<file path="src/rtl/score_pkg.sv">
// Shared types and constants for the score display controller.
// Holds the FSM state enum, the blank segment pattern and constant helpers.
package score_pkg;

  typedef enum logic [1:0] {
    IDLE,
    CONV,
    COMMIT
  } state_t;

  localparam logic [6:0] SEG_BLANK = 7'b1111111;

  // Largest value representable in 'digits' decimal digits (10^digits - 1).
  function automatic int unsigned max_score(input int unsigned digits);
    int unsigned p;
    p = 1;
    for (int unsigned i = 0; i < digits; i++) begin
      p = p * 10;
    end
    return p - 1;
  endfunction

  function automatic int cnt_width(input int bin_w);
    return $clog2(bin_w + 1);
  endfunction

endpackage

</file>
<file path="src/rtl/seven_segment.sv">
// BCD digit to active-low 7-segment pattern; bit 6 = a ... bit 0 = g.
// Codes 10..15 decode to all segments off.
module seven_segment
  import score_pkg::*;
(
  input  logic [3:0] digit,
  output logic [6:0] seg
);

  always_comb begin
    unique case (digit)
      4'd0:    seg = 7'b0000001;
      4'd1:    seg = 7'b1001111;
      4'd2:    seg = 7'b0010010;
      4'd3:    seg = 7'b0000110;
      4'd4:    seg = 7'b1001100;
      4'd5:    seg = 7'b0100100;
      4'd6:    seg = 7'b0100000;
      4'd7:    seg = 7'b0001111;
      4'd8:    seg = 7'b0000000;
      4'd9:    seg = 7'b0000100;
      default: seg = SEG_BLANK;
    endcase
  end

endmodule

</file>
<file path="src/rtl/score_display_ctrl.sv">
// Binary score to BCD (iterative double-dabble) with a committed display register
// and per-digit 7-segment decode. Define SCORE_LZB_EN for leading-zero blanking.
module score_display_ctrl
  import score_pkg::*;
#(
  parameter int DIGITS = 4,
  parameter int BIN_W  = 14
) (
  input  logic                  clk,
  input  logic                  rst_n,
  input  logic [BIN_W-1:0]      score_in,
  input  logic                  score_valid,
  output logic                  score_ready,
  input  logic                  clr,
  output logic                  busy,
  output logic                  sat,
  output logic [7*DIGITS-1:0]   hex_out
);

  localparam int unsigned MAX_VAL = max_score(DIGITS);
  localparam int          CNT_W   = cnt_width(BIN_W);
  localparam int          BCD_W   = 4 * DIGITS;

  state_t              state, next_state;
  logic                ready_q;
  logic                accept;
  logic                over;
  logic [BIN_W-1:0]    clamped;
  logic [BIN_W-1:0]    bin;
  logic [BCD_W-1:0]    bcd;
  logic [BCD_W-1:0]    bcd_adj;
  logic [BCD_W+BIN_W-1:0] shifted;
  logic [CNT_W-1:0]    cnt;
  logic                sat_pend;
  logic [BCD_W-1:0]    disp;

  // Ready is a registered flag; clr only masks it, so score_valid never feeds back.
  assign score_ready = ready_q & ~clr;
  assign busy        = (state != IDLE);
  assign accept      = (state == IDLE) && score_valid && score_ready;

  assign over    = 32'(score_in) > MAX_VAL;
  assign clamped = over ? BIN_W'(MAX_VAL) : score_in;

  always_ff @(posedge clk) begin
    if (!rst_n) begin
      state   <= IDLE;
      ready_q <= 1'b1;
    end else begin
      state   <= next_state;
      ready_q <= (next_state == IDLE);
    end
  end

  // NOTE: every output of a combinational block gets a default first so no latch is inferred.
  always_comb begin
    next_state = state;
    unique case (state)
      IDLE:    if (accept) next_state = CONV;
      CONV:    if (cnt == CNT_W'(BIN_W - 1)) next_state = COMMIT;
      COMMIT:  next_state = IDLE;
      default: next_state = IDLE;
    endcase
  end

  always_comb begin
    bcd_adj = bcd;
    for (int i = 0; i < DIGITS; i++) begin
      if (bcd[4*i +: 4] >= 4'd5) bcd_adj[4*i +: 4] = bcd[4*i +: 4] + 4'd3;
    end
  end

  assign shifted = {bcd_adj, bin} << 1;

  // NOTE: the conversion datapath has no reset; it is fully reloaded on every handshake
  // and nothing downstream observes it until COMMIT.
  always_ff @(posedge clk) begin
    if (accept) begin
      bin      <= clamped;
      bcd      <= '0;
      cnt      <= '0;
      sat_pend <= over;
    end else if (state == CONV) begin
      bin <= shifted[BIN_W-1:0];
      bcd <= shifted[BCD_W+BIN_W-1:BIN_W];
      cnt <= cnt + 1'b1;
    end
  end

  // Display state changes only at COMMIT, at clr in IDLE, or at reset.
  always_ff @(posedge clk) begin
    if (!rst_n) begin
      disp <= '0;
      sat  <= 1'b0;
    end else if (state == COMMIT) begin
      disp <= bcd;
      sat  <= sat_pend;
    end else if (state == IDLE && clr) begin
      disp <= '0;
      sat  <= 1'b0;
    end
  end

  for (genvar i = 0; i < DIGITS; i++) begin : g_digit
    logic [6:0] seg_raw;

    seven_segment u_seg (
      .digit (disp[4*i +: 4]),
      .seg   (seg_raw)
    );

`ifdef SCORE_LZB_EN
    if (i == 0) begin : g_keep
      assign hex_out[7*i +: 7] = seg_raw;
    end else begin : g_blank
      // Blank when this digit and every more significant digit are zero.
      assign hex_out[7*i +: 7] = (disp[BCD_W-1:4*i] == '0) ? SEG_BLANK : seg_raw;
    end
`else
    assign hex_out[7*i +: 7] = seg_raw;
`endif
  end

endmodule

</file>
<file path="config.mk">
export PLATFORM = sky130hd
export DESIGN_NAME = score_display_ctrl
export DESIGN_NICKNAME = d
export VERILOG_FILES = /design/src/rtl/score_pkg.sv /design/src/rtl/seven_segment.sv /design/src/rtl/score_display_ctrl.sv
export SDC_FILE = /design/constraint.sdc
export NUM_CORES = 1
export LEC_CHECK = 0
export ABC_AREA = 1
export BUFFER_PORTS_ARGS = -buffer_cell sky130_fd_sc_hd__buf_2
export CORE_MARGIN = 2
export CORE_UTILIZATION = 35
export CTS_CLUSTER_SIZE = 25
export DETAILED_ROUTE_END_ITERATION = 8
export PLACE_DENSITY = 0.54
export SETUP_SLACK_MARGIN = 0.2
export SLEW_MARGIN = 20
export SYNTH_ARGS = -nofsm -noshare
export SYNTH_HDL_FRONTEND = slang
export SYNTH_SLANG_ARGS = --single-unit
</file>
<file path="constraint.sdc">
create_clock -name clk -period 3.8 [get_ports clk]
set_input_delay 0.76 -clock clk [delete_from_list [all_inputs] [get_ports clk]]
set_output_delay 0.76 -clock clk [all_outputs]
set_load 0.05 [all_outputs]
</file>
== Word level (Yosys, flattened, before mapping) ==
Memory sizes are Yosys's and may differ from the RTL's. A register that Yosys moved wholly into a read port is not among the register bits.
Cells that the tools add are included.

* Add/sub/neg operators: 5
* Magnitude comparators: 5
* Equality and inequality tests: 3
* Muxes and demuxes: 22
* Bitwise gates (word level): 2
* Reductions and logical operators: 8

{| class="wikitable"
|+ Operators by type and width
! kind !! number
|-
| $mux 4 || 11
|-
| $mux 14 || 3
|-
| $mux 16 || 2
|-
| $ge 4x3->1 const B || 4
|-
| $gt 14x14->1 const B || 1
|-
| $add 4x2->4 const B || 3
|-
| $reduce_bool 2->1 || 3
|-
| $add 4x1->4 const B || 1
|-
| $eq 4x4->1 const B || 1
|-
| $logic_not 2->1 || 2
|-
| $mux 2 || 2
|-
| $pmux 2 s2 || 1
|-
| $add 3x2->3 const B || 1
|-
| $logic_and 1x1->1 || 3
|-
| $mux 3 || 1
|-
| $eq 2x1->1 const B || 1
|-
| $eq 2x2->1 const B || 1
|-
| $mux 1 || 2
|-
| $and 1x1->1 || 1
|-
| $not 1->1 || 1
|}

* Register bits: 55
* ROM bits: 448
* Input port bits: 18
* Output and inout bits: 31
* Word-level logic and storage cells: 57
* Memories: 4

{| class="wikitable"
|+ Memory list
! memory !! depth !! bits a word !! read ports !! clocked after Yosys merged registers in !! write ports !! RTL line !! RTL
|-
| (no name shown) || 16 || 7 || 1 || 1 || 0 || seven_segment.sv:11 || <nowiki>unique case (digit)</nowiki>
|-
| (no name shown) || 16 || 7 || 1 || 1 || 0 || seven_segment.sv:11 ||
|-
| (no name shown) || 16 || 7 || 1 || 1 || 0 || seven_segment.sv:11 ||
|-
| (no name shown) || 16 || 7 || 1 || 1 || 0 || seven_segment.sv:11 ||
|}

== Depth between registers and ports, before layout ==
Gate-level depths: netlist of the first run.

* Depth in word-level cells: 6
* Mapped depth: 12
* Gate-level depth less buffers: 11

== Hierarchy ==
From an unflattened synthesis of the first run, not the netlist that was laid out.

* Cells, all modules: 464
* Area total of the unflattened synthesis: 3284.4 um^2

{| class="wikitable"
|+ By module, submodules not included
! module !! times used !! cells each !! area each (um^2) !! seq. area each (um^2)
|-
| score_display_ctrl || 1 || 324 || 2533.7 || 1251.2
|-
| seven_segment || 4 || 35 || 187.7 || 0.0
|}

== Least setup slack after synthesis of the first run ==
OpenSTA, ideal clock, no wires.

* Kind: input -> register
* Start: input clr
* End: register bin[0], enable pin
* Setup time: 315 ps
* Arrival time: 2276 ps
* Data required time: 3485 ps
* Setup slack: 1209 ps
* Cell stages on the path: 6
* Cells stage by stage: nor2_1 nand3_2 inv_2 nor2_4 inv_2 buf_6

* Longest elaborated chain between the ends: 4

{| class="wikitable"
|+ Ends and longest elaborated chain
! item !! RTL line !! RTL
|-
| start: declaration || score_display_ctrl.sv:14 || <nowiki>input logic clr,</nowiki>
|-
| $not 1->1 || score_display_ctrl.sv:38 || <nowiki>assign score_ready = ready_q & ~clr;</nowiki>
|-
| $and 1x1->1 || score_display_ctrl.sv:38 ||
|-
| $logic_and 1x1->1 || score_display_ctrl.sv:40 || <nowiki>assign accept = (state == IDLE) && score_valid && score_ready;</nowiki>
|-
| $reduce_bool 2->1 (no source line) || -- ||
|-
| end signal: assignment || score_display_ctrl.sv:79 || <nowiki>bin <= clamped;</nowiki>
|-
| end signal: assignment || score_display_ctrl.sv:84 || <nowiki>bin <= shifted[BIN_W-1:0];</nowiki>
|-
| end: declaration || score_display_ctrl.sv:29 || <nowiki>logic [BIN_W-1:0] bin;</nowiki>
|}

No other way between the ends.
A chain may end at the register's enable or synchronous reset.

== Worst setup path in the final report of the first run ==
* Start: input clr
* End: register g_digit[0].u_seg.seg[3] (netlist name)

* Longest elaborated chain between the ends: 4

{| class="wikitable"
|+ Ends and longest elaborated chain
! item !! RTL line !! RTL
|-
| $logic_and 1x1->1 || score_display_ctrl.sv:98 || <nowiki>end else if (state == IDLE && clr) begin</nowiki>
|-
| $reduce_bool 2->1 (no source line) || -- ||
|-
| $mux 4 (no source line) (2 in a row) || -- ||
|}

No other way between the ends.

==> metrics, run 1 <==
Clk pin slew, worst setup/hold paths=about 0.060 ns; CTS max path bufs=2; Max-slew headroom=45.3%; Worst path most repeated cell=nand2_1; final hold vios=0; Die Y=about 110 um; crit path max-delay cell type=o21ai_2; worst hold start=sat; Hold EP=sat; critical path class=in -> reg; cells after synthesis=roughly 530; area grow syn2layout=16.1%; FP Rows=40; commonest non-fill, non-tap cell in the layout=nand2_1; Crit path buffers/inverters=1; CP Cell Sequence=buf_2, o21ai_2, nand2_1, nand2_1, nand2_1, ha_1, nand3b_1, nand2_1, nand2_1, nand2_1; Final Setup Violations=0; CTS tree=done; core region area=12000 um2; most frequent cells in the layout=nand2_1, dfxtp_1, inv_1; outcome=complete, no violations; via/cell ratio=4.53; Pleak=approximately 2.7 nW; final non-filler cell total=~730; Power Density=455 nW/um2; R2R Setup Slk=approximately 1.7 ns; htree depth=3; Initial DRC Count=between 100 and 150; Initial Util=between 30% and 40%; clock buffer count from CTS=9; Max-cap violations=0; total negative slack=0 ns; largest net degree at the start of global routing=33; maximum clock rate=435 MHz; FF-to-FF path depth=9; Sequential Power Share=44.3%; Reg-to-Reg End=g_digit[0].u_seg.seg[3]; dpl cells=between 700 and 800; diode count=0; DR DRC count=0; RSZ-0062 raised after global routing=no; routed via count=3296; worst-skew pair later-pin latency=approximately 0.34 ns; cell-internal power=0.00167 W; syn_area_per_cell=slightly above 8 um2; Routed Antenna Nets=0; Clock Power Share=42.2%; Worst-Margin Slew=0.820 ns; CP top delay family=simple AND/OR/NAND/NOR gates; hold-fix buffers at CTS=0; Placed Area=between 4000 and 5000 um2; crit path DAT=roughly 2.6 ns; Psw=~0.0006 W; PostCTS Resize Cnt=0; post-DP HPWL=5790 um; Hold Crit Class=reg -> reg; Tmin final=2.30 ns; die width=~110 um; Root Driver=clkbuf_16; Routed WL=8100 um; first-pass GRT wire length=14500 um; Final Skew=just over 0.003 ns; post-route cell area=4980 um2; Post-Syn Nets=between 500 and 600; Worst Setup End Kind=flop; share of cells above drive strength 1=roughly a quarter; Post-Synthesis Cell Area=4290 um2; Seq cells post-synth=between 80 and 90; final net count=around 630; num ports=49; worst setup margin=roughly 1.5 ns; Yosys Warn Count=0; Combinational Power Share=between 10% and 20%; DR WL/cell=approximately 11 um; Final Util=approximately two fifths; Setup crit start kind=input pin; slowest cell delay on critical path=about 0.6 ns; routability cong.=0.843; # Post-CTS Setup Buffers=0; DR pass1 iterations=4; gr usage total=between 10 and 15%; worst reg2reg path startpoint=state[1]; Sink Count=83; die area=13200 um2; WP data required=~4.1 ns; global route total overflow=0; worst slack, placed=about 1.1 ns; hold path depth=2; max-slew violation count=0; worst-path fanout max=15; maximum vdd drop=about 0.00019 V; initial antenna violation count=0; Unique masters post-synth=32; switching portion of total power=between 20% and 30%; fin crit share=approximately three fifths; PortBufs=48; vias in the first global route=3330; register area share after synthesis=42.2%
## routing by layer
| layer | up-vias | GRT usage [%] | part of all wire [%] |
|---|---|---|---|
| met2 | 24 | 24.3 | 48 |
| met5 | - | 0 | 0 |
| li1 | 1754 | - | - |
| met4 | 0 | 7.95 | 2.7 |
| met3 | 12 | 2.53 | 2.0 |
| met1 | 1506 | 16.1 | 48 |
## final cells by class
class / count / area (um2)
fill: 1220 / 7030
multi-input combinational: 355 / 2090
sequential: 83 / 1810
inverter: 75 / 294
timing repair buffer: 52 / 270
clock buffer: 12 / 256
tap: 147 / 184
clock inverter: 4 / 71.3
## kinds of logic (layout without fill, tap and decap cells)
family / after synthesis / after routing / synth area share, %
AOI/OAI and AO/OA: 68 / 68 / 9.39
and+or+nand+nor: 253 / 253 / 29.6
adders and majority gates: 33 / 33 / 9.62
DFF: 83 / 83 / 42.2
buffers and inverters: 87 / 143 / 9.01
xor gates and xnor gates: 1 / 1 / 0.204
## worst reg2reg max path: stages (launching register included)
cell	delay, ns
dfxtp_1	0.36
o21ai_2	0.61
nand2_1	0.11
nand2_1	0.11
nand2_1	0.15
ha_1	0.38
nand3b_1	0.15
nand2_1	0.10
nand2_1	0.05
nand2_1	0.05
## flip-flops by register name, summed over array words and instances (netlist names)
| signal | count |
|---|---|
| g_digit.u_seg.seg | 28 |
| bcd | 16 |
| disp | 16 |
| bin | 14 |
| cnt | 4 |
| state | 2 |
| ready_q | 1 |
| sat | 1 |
| sat_pend | 1 |
## power groups by stage
stage / Combinational [W] / Sequential (W) / Clock, W
after CTS: 0.000310 / 0.00101 / 0.000982
after global placement: 0.000301 / 0.00102 / 0
final: 0.000305 / 0.00101 / 0.000957
after detailed placement: 0.000308 / 0.00103 / 0
after floorplan: 0.000216 / 0.00105 / 0
after global routing: 0.000352 / 0.00101 / 0.00102
## through the flow
step / hold slack (ns) / total power [W]
after floorplan: 0.441 / 0.00126
after global placement: 0.451 / 0.00132
after detailed placement: 0.451 / 0.00133
after CTS: 0.461 / 0.00230
after global routing: 0.496 / 0.00238
final: 0.457 / 0.00227
## how the worst max path moves through the flow
stage,from,to,slack (ns),depth (start not counted)
2_1_floorplan,clr,bin[0],1.21,6
3_3_place_gp,clr,g_digit[1].u_seg.seg[3],1.16,10
3_5_place_dp,clr,g_digit[1].u_seg.seg[3],1.13,10
4_1_cts,clr,g_digit[0].u_seg.seg[3],1.49,10
5_1_grt,clr,g_digit[1].u_seg.seg[3],1.25,10
6_report,clr,g_digit[0].u_seg.seg[3],1.50,10
## cells in the mapped netlist
master / n / area [um2]
xor2_1: 1 / 8.76
nor2_1: 29 / 109
nor3_1: 1 / 5.00
inv_1: 64 / 240
nand3b_1: 8 / 60.1
a22oi_1: 1 / 7.51
ha_1: 33 / 413
clkinv_1: 1 / 3.75
o31ai_1: 2 / 15.0
clkbuf_1: 3 / 11.3
nor2_4: 2 / 22.5
nor2_2: 2 / 12.5
clkinv_2: 2 / 10.0
inv_2: 6 / 22.5
buf_6: 3 / 33.8
nand2_1: 132 / 495
nand3_1: 34 / 170
o21ai_0: 22 / 110
a21oi_1: 28 / 140
dfxtp_1: 68 / 1360
edfxtp_1: 15 / 450
nand2_2: 19 / 119
buf_12: 1 / 20.0
or2_2: 1 / 6.26
nand3_2: 5 / 50.1
nand2_4: 19 / 214
o21ai_2: 14 / 123
buf_4: 1 / 7.51
clkinv_4: 2 / 17.5
buf_2: 4 / 20.0
o21a_1: 1 / 7.51
nor4_1: 1 / 6.26
No activity file was read; power rests on OpenSTA's default activity.
==> inputs of run 2 (changes only) <==
==> constraint.sdc (replaced) <==
create_clock -name clk -period 2.4 [get_ports clk]
set_input_delay 0.48 -clock clk [delete_from_list [all_inputs] [get_ports clk]]
set_output_delay 0.48 -clock clk [all_outputs]
set_load 0.05 [all_outputs]
==> run 2 against run 1 <==
Against the previous run:
- critical path depth unchanged
- cell area grew 0.75%
- combinational power increased by 60%
- power increased by 59%
- count of clock-buffer cells in the layout fell by 3
- first-iteration DRC count shrank 14%
- via count increased by 2.0%
- sequential share of layout area fell by 0.27 points
- register-to-register slack lost 1.2 ns
- clock power increased by 58%
- largest cell class unchanged
- highest routed layer unchanged
==> metrics, run 2 (same netlist as run 1, synthesis figures left out) <==
Clk pin slew, worst setup/hold paths=approximately 0.060 ns; Worst-Margin Slew=0.587 ns; Hold EP=bin[7]; Max-cap violations=0; clock buffer count from CTS=9; share of cells above drive strength 1=between 20% and 30%; worst-skew pair later-pin latency=about 0.35 ns; via/cell ratio=between 4 and 5; final net count=between 600 and 700; most frequent cells in the layout=nand2_1, dfxtp_1, inv_1; WP data required=2.69 ns; CTS tree=done; worst-path fanout max=9; fin crit share=between 70% and 80%; PostCTS Resize Cnt=0; PortBufs=between 40 and 50; max-slew violation count=0; CTS max path bufs=2; crit path DAT=approximately 2.2 ns; vias in the first global route=around 3300; final hold vios=0; post-DP HPWL=roughly 5800 um; DR pass1 iterations=4; Root Driver=clkbuf_16; R2R Setup Slk=around 0.5 ns; initial antenna violation count=0; hold path depth=3; fillers=around 1200; Final Setup Violations=0; # Post-CTS Setup Buffers=0; Hold Crit Class=in -> reg; Power Total=0.00360 W; Initial DRC Count=roughly 130; commonest non-fill, non-tap cell in the layout=nand2_1; gr usage total=between 10% and 20%; first-pass GRT wire length=~14000 um; routability cong.=~0.8; num ports=roughly 50; Setup crit start kind=flop; critical path class=reg -> reg; DR DRC count=0; maximum vdd drop=0.000264 V; worst hold start=score_in[7]; hold-fix buffers at CTS=0; Worst Setup End Kind=flop; Hold Slack=about 0.45 ns; largest net degree at the start of global routing=25; DR WL/cell=roughly 11 um; Routed Antenna Nets=0; global route total overflow=0; total negative slack=0 ns; Sink Count=83; Final Skew=between 0.006 and 0.007 ns; die width=around 110 um; Largest register FFs=28; Max-slew headroom=between 60% and 70%; Die Y=about 110 um; area grow syn2layout=16.9%; htree depth=3; Tmin final=~1.9 ns; Reg-to-Reg End=g_digit[0].u_seg.seg[3]; RSZ-0062 raised after global routing=no; Power Density=just over 700 nW/um2; FF-to-FF path depth=10; routed via count=approximately 3400; diode count=0; outcome=complete, no violations; Pleak=roughly 2.7 nW; Initial Util=35.7%; maximum clock rate=between 500 and 600 MHz; FP Rows=40; worst reg2reg path startpoint=state[1]; die area=13200 um2; Routed WL=~8100 um; core region area=roughly 12000 um2
run 2: per-layer routing:
| metal | vias up | wire length, um | global-route usage (%) |
|---|---|---|---|
| met2 | 40 | 3800 | 23.0 |
| li1 | 1767 | - | - |
| met4 | 0 | 163 | 6.10 |
| met5 | - | 0 | 0 |
| met1 | 1539 | 3800 | 16.1 |
| met3 | 15 | 311 | 4.43 |
run 2: area by class of cell:
type                            count  area (um2)  share of cell area, %
Clock inverter                      7         103                   2.04
Tap cell                          147         184                   3.66
Clock buffer                        9         225                   4.49
Sequential cell                    83        1810                   36.1
Inverter                           75         294                   5.86
Multi-Input combinational cell    355        2100                   41.8
Timing Repair Buffer               55         305                   6.08
run 2: worst max path at each step:
stage | cells past startpoint | startpoint | slack (ns) | to
CTS | 10 | state[1] | 0.48 | g_digit[0].u_seg.seg[3]
finish | 10 | state[1] | 0.50 | g_digit[0].u_seg.seg[3]
global route | 10 | state[1] | 0.29 | g_digit[1].u_seg.seg[3]
floorplan | 6 | clr | 0.40 | bin[0]
detailed placement | 11 | clr | 0.35 | g_digit[0].u_seg.seg[3]
global placement | 11 | clr | 0.38 | g_digit[1].u_seg.seg[3]
run 2: report_power, final:
part	switching [W]	internal [W]	leakage, nW
logic	0.000329	0.000160	1.89
clock network	0.000597	0.000918	0.156
registers	0.0000659	0.00153	0.695
run 2: critical path: stages, from the launching register on:
cell and delay (ns):
dfxtp_1 0.43, inv_1 0.13, nor2_4 0.24, nand2_1 0.09
nand2_1 0.09, nand2_1 0.16, ha_1 0.37, nand3b_1 0.15
nand2_1 0.08, nand2_1 0.05, nand2_1 0.05
run 2: per-stage QoR:
stage,instances,worst slack (ns),cell area [um2],utilization (%)
floorplan,525,0.404,4300,-
global placement,715,0.380,4690,39.1
detailed placement,715,0.348,4690,39.1
CTS,731,0.481,5020,41.8
global route,731,0.290,5020,41.8
finish,731,0.504,5020,41.8
==> inputs of run 3 (changes only) <==
--- a/config.mk
+++ b/config.mk
@@ -5,7 +5,7 @@
 export SDC_FILE = /design/constraint.sdc
 export NUM_CORES = 1
 export LEC_CHECK = 0
-export ABC_AREA = 1
+export ABC_AREA = 0
 export BUFFER_PORTS_ARGS = -buffer_cell sky130_fd_sc_hd__buf_2
 export CORE_MARGIN = 2
 export CORE_UTILIZATION = 35
==> constraint.sdc (replaced) <==
create_clock -name clk -period 1.9 [get_ports clk]
set_input_delay 0.38 -clock clk [delete_from_list [all_inputs] [get_ports clk]]
set_output_delay 0.38 -clock clk [all_outputs]
set_load 0.05 [all_outputs]
==> run 3 against run 2 <==
Against the previous run:
- the run now ends with design-rule violations left
- setup slack worse by 0.25 ns
- via count down 1.4%
- sequential share of layout area fell by 1.3 points
- combinational power is 8.4% higher
- fmax increased by 15%
- sequential power is 26% higher
- largest cell class unchanged
- highest routed layer unchanged
==> metrics, run 3 <==
outcome=finished with violations; violated checks=design-rule violations; Power Density=approximately 800 nW/um2; FP Rows=39; PortBufs=48; Post-Synthesis Cell Area=between 4000 and 5000 um2; area grow syn2layout=25.2%; Sink Count=83; Clk pin slew, worst setup/hold paths=around 0.06 ns; CP top delay family=compound AO/OA/AOI/OAI gates; max-slew violation count=0; DR pass1 iterations=6; Synth area leader=dfxtp_1; initial antenna violation count=0; Initial DRC Count=between 100 and 150; Hold Slack=between 0.3 and 0.4 ns; commonest non-fill, non-tap cell in the layout=dfxtp_1; Crit path buffers/inverters=1; Synth Flop Type=dfxtp_1; Tmin final=between 1.5 and 2 ns; Worst Setup End Kind=flop; cells after synthesis=435; routability cong.=0.829; Worst-Margin Slew=about 0.41 ns; Die Y=113 um; crit path DAT=slightly below 2 ns; total negative slack=0 ns; CTS max path bufs=2; syn_area_per_cell=between 9 and 10 um2; gr usage total=14.7%; Routed WL=8980 um; Post-synth EDFFs=15; WP depth=7; Clock Power Share=approximately 39%; die width=around 110 um; Post-Syn Nets=between 400 and 500; ys async rst share=0%; maximum clock rate=around 600 MHz; list of most frequent post-synthesis cells=dfxtp_1, nand2_1, inv_1, ha_1, a21oi_1; FF-to-FF path depth=7; fin crit share=around 87%; critical path class=reg -> reg; multi-input logic area=about 2200 um2; Unique masters post-synth=46; WP data required=roughly 2.2 ns; routed via count=3313; Largest register FFs=28; worst-skew pair later-pin latency=~0.34 ns; final net count=572; vias in the first global route=roughly 3200; RSZ-0062 raised after global routing=yes; Yosys Warn Count=0; Max-cap violations=0; hold-fix buffers at CTS=0; fillers=around 1100; Final Skew=0.00485 ns; global route total overflow=0; Max-slew headroom=roughly 72%; Seq cells post-synth=83; num ports=49; synth top area cells=dfxtp_1, edfxtp_1, ha_1; hold path depth=2; Pleak=roughly 2.3 nW; core region area=11500 um2; final hold vios=0; sequential standard cell area=1820 um2; DR WL/cell=13.4 um; DR DRC count=5; register area share after synthesis=43.4%; Setup crit start kind=flop; Initial Util=a little over a third; Combinational Power Share=about an eighth; Routed Antenna Nets=0; diode count=0; maximum vdd drop=roughly 0.00044 V; Psw=approximately 0.0011 W; post-DP HPWL=roughly 6300 um; CTS tree=done; die area=roughly 13000 um2; largest net degree at the start of global routing=19; Final Setup Violations=0; share of cells above drive strength 1=a little under a third; Sequential Power Share=~48%; switching portion of total power=about 25%; Root Driver=clkbuf_16; worst-path fanout max=7; via/cell ratio=a little under 5; Final Util=between 40 and 50%; clock buffer count from CTS=9; Hold Crit Class=in -> reg; Placed Area=roughly 4800 um2; htree depth=3; cell with the most instances after synthesis=dfxtp_1; post-route cell area=~5200 um2; crit path max-delay cell type=dfxtp_4; cell-internal power=about 0.0031 W; CP Cell Sequence=nor2b_4, a22o_1, nand2_2, buf_4, ha_1, a31oi_1, o21a_1; most frequent cells in the layout=dfxtp_1, buf_2, buf_4; slowest cell delay on critical path=0.39 ns; first-pass GRT wire length=~15000 um; Yosys top cell area share=around 33%
[run 3: logic make-up after synthesis]
| kind of cell | share of synthesized area (%) |
|---|---|
| compound gates | 21.1 |
| xor+xnor | 2.31 |
| fa+ha+maj | 9.88 |
| buf+inv | 6.53 |
| flops | 43.4 |
| mux | 3.95 |
| simple gates | 12.9 |
[run 3: routing by layer]
layer	track usage (%)	share of wire, %	vias up
met3	4.55	4.1	15
met1	19.1	50	1536
met2	23.2	44	65
met5	0	0	-
li1	-	-	1697
met4	5.28	1.6	0
[run 3: cell type report]
class                      count  share of cell area [%]
tap                          143                    3.42
multi-input combinational    295                    42.2
clock buffer                  13                    5.17
sequential                    83                    34.8
timing repair buffer          96                    11.6
clock inverter                 2                   0.191
inverter                      36                    2.58
[run 3: final timing paths]
kind              slack [ns]                 endpoint        start
setup / recovery        0.25  g_digit[0].u_seg.seg[2]     state[1]
hold / removal          0.33                   bin[0]  score_in[0]
setup reg to reg        0.25  g_digit[0].u_seg.seg[2]     state[1]
hold reg to reg         0.44                   bcd[0]      bin[13]
[run 3: through the flow]
stage,cells,power (W),setup WS (ns)
after floorplan,435,0.00240,0.188
after global placement,638,0.00253,0.0453
after detailed placement,638,0.00255,0.00560
after CTS,660,0.00423,0.194
after global routing,668,0.00439,0.145
final,668,0.00418,0.250
[run 3: what timing repair did]
item                       4_1_cts  5_1_grt
setup endpoints to repair       27       23
setup buffers                    7        8
gates cloned                     0        0
pin swaps                        5       11
gates resized for setup          6       19
[run 3: power by group through the flow]
stage	sequential [W]	clock, W	combinational [W]
2_1_floorplan	0.00202	0	0.000381
3_5_place_dp	0.00204	0	0.000504
6_report	0.00201	0.00164	0.000530
3_3_place_gp	0.00204	0	0.000494
4_1_cts	0.00201	0.00170	0.000516
5_1_grt	0.00203	0.00177	0.000596
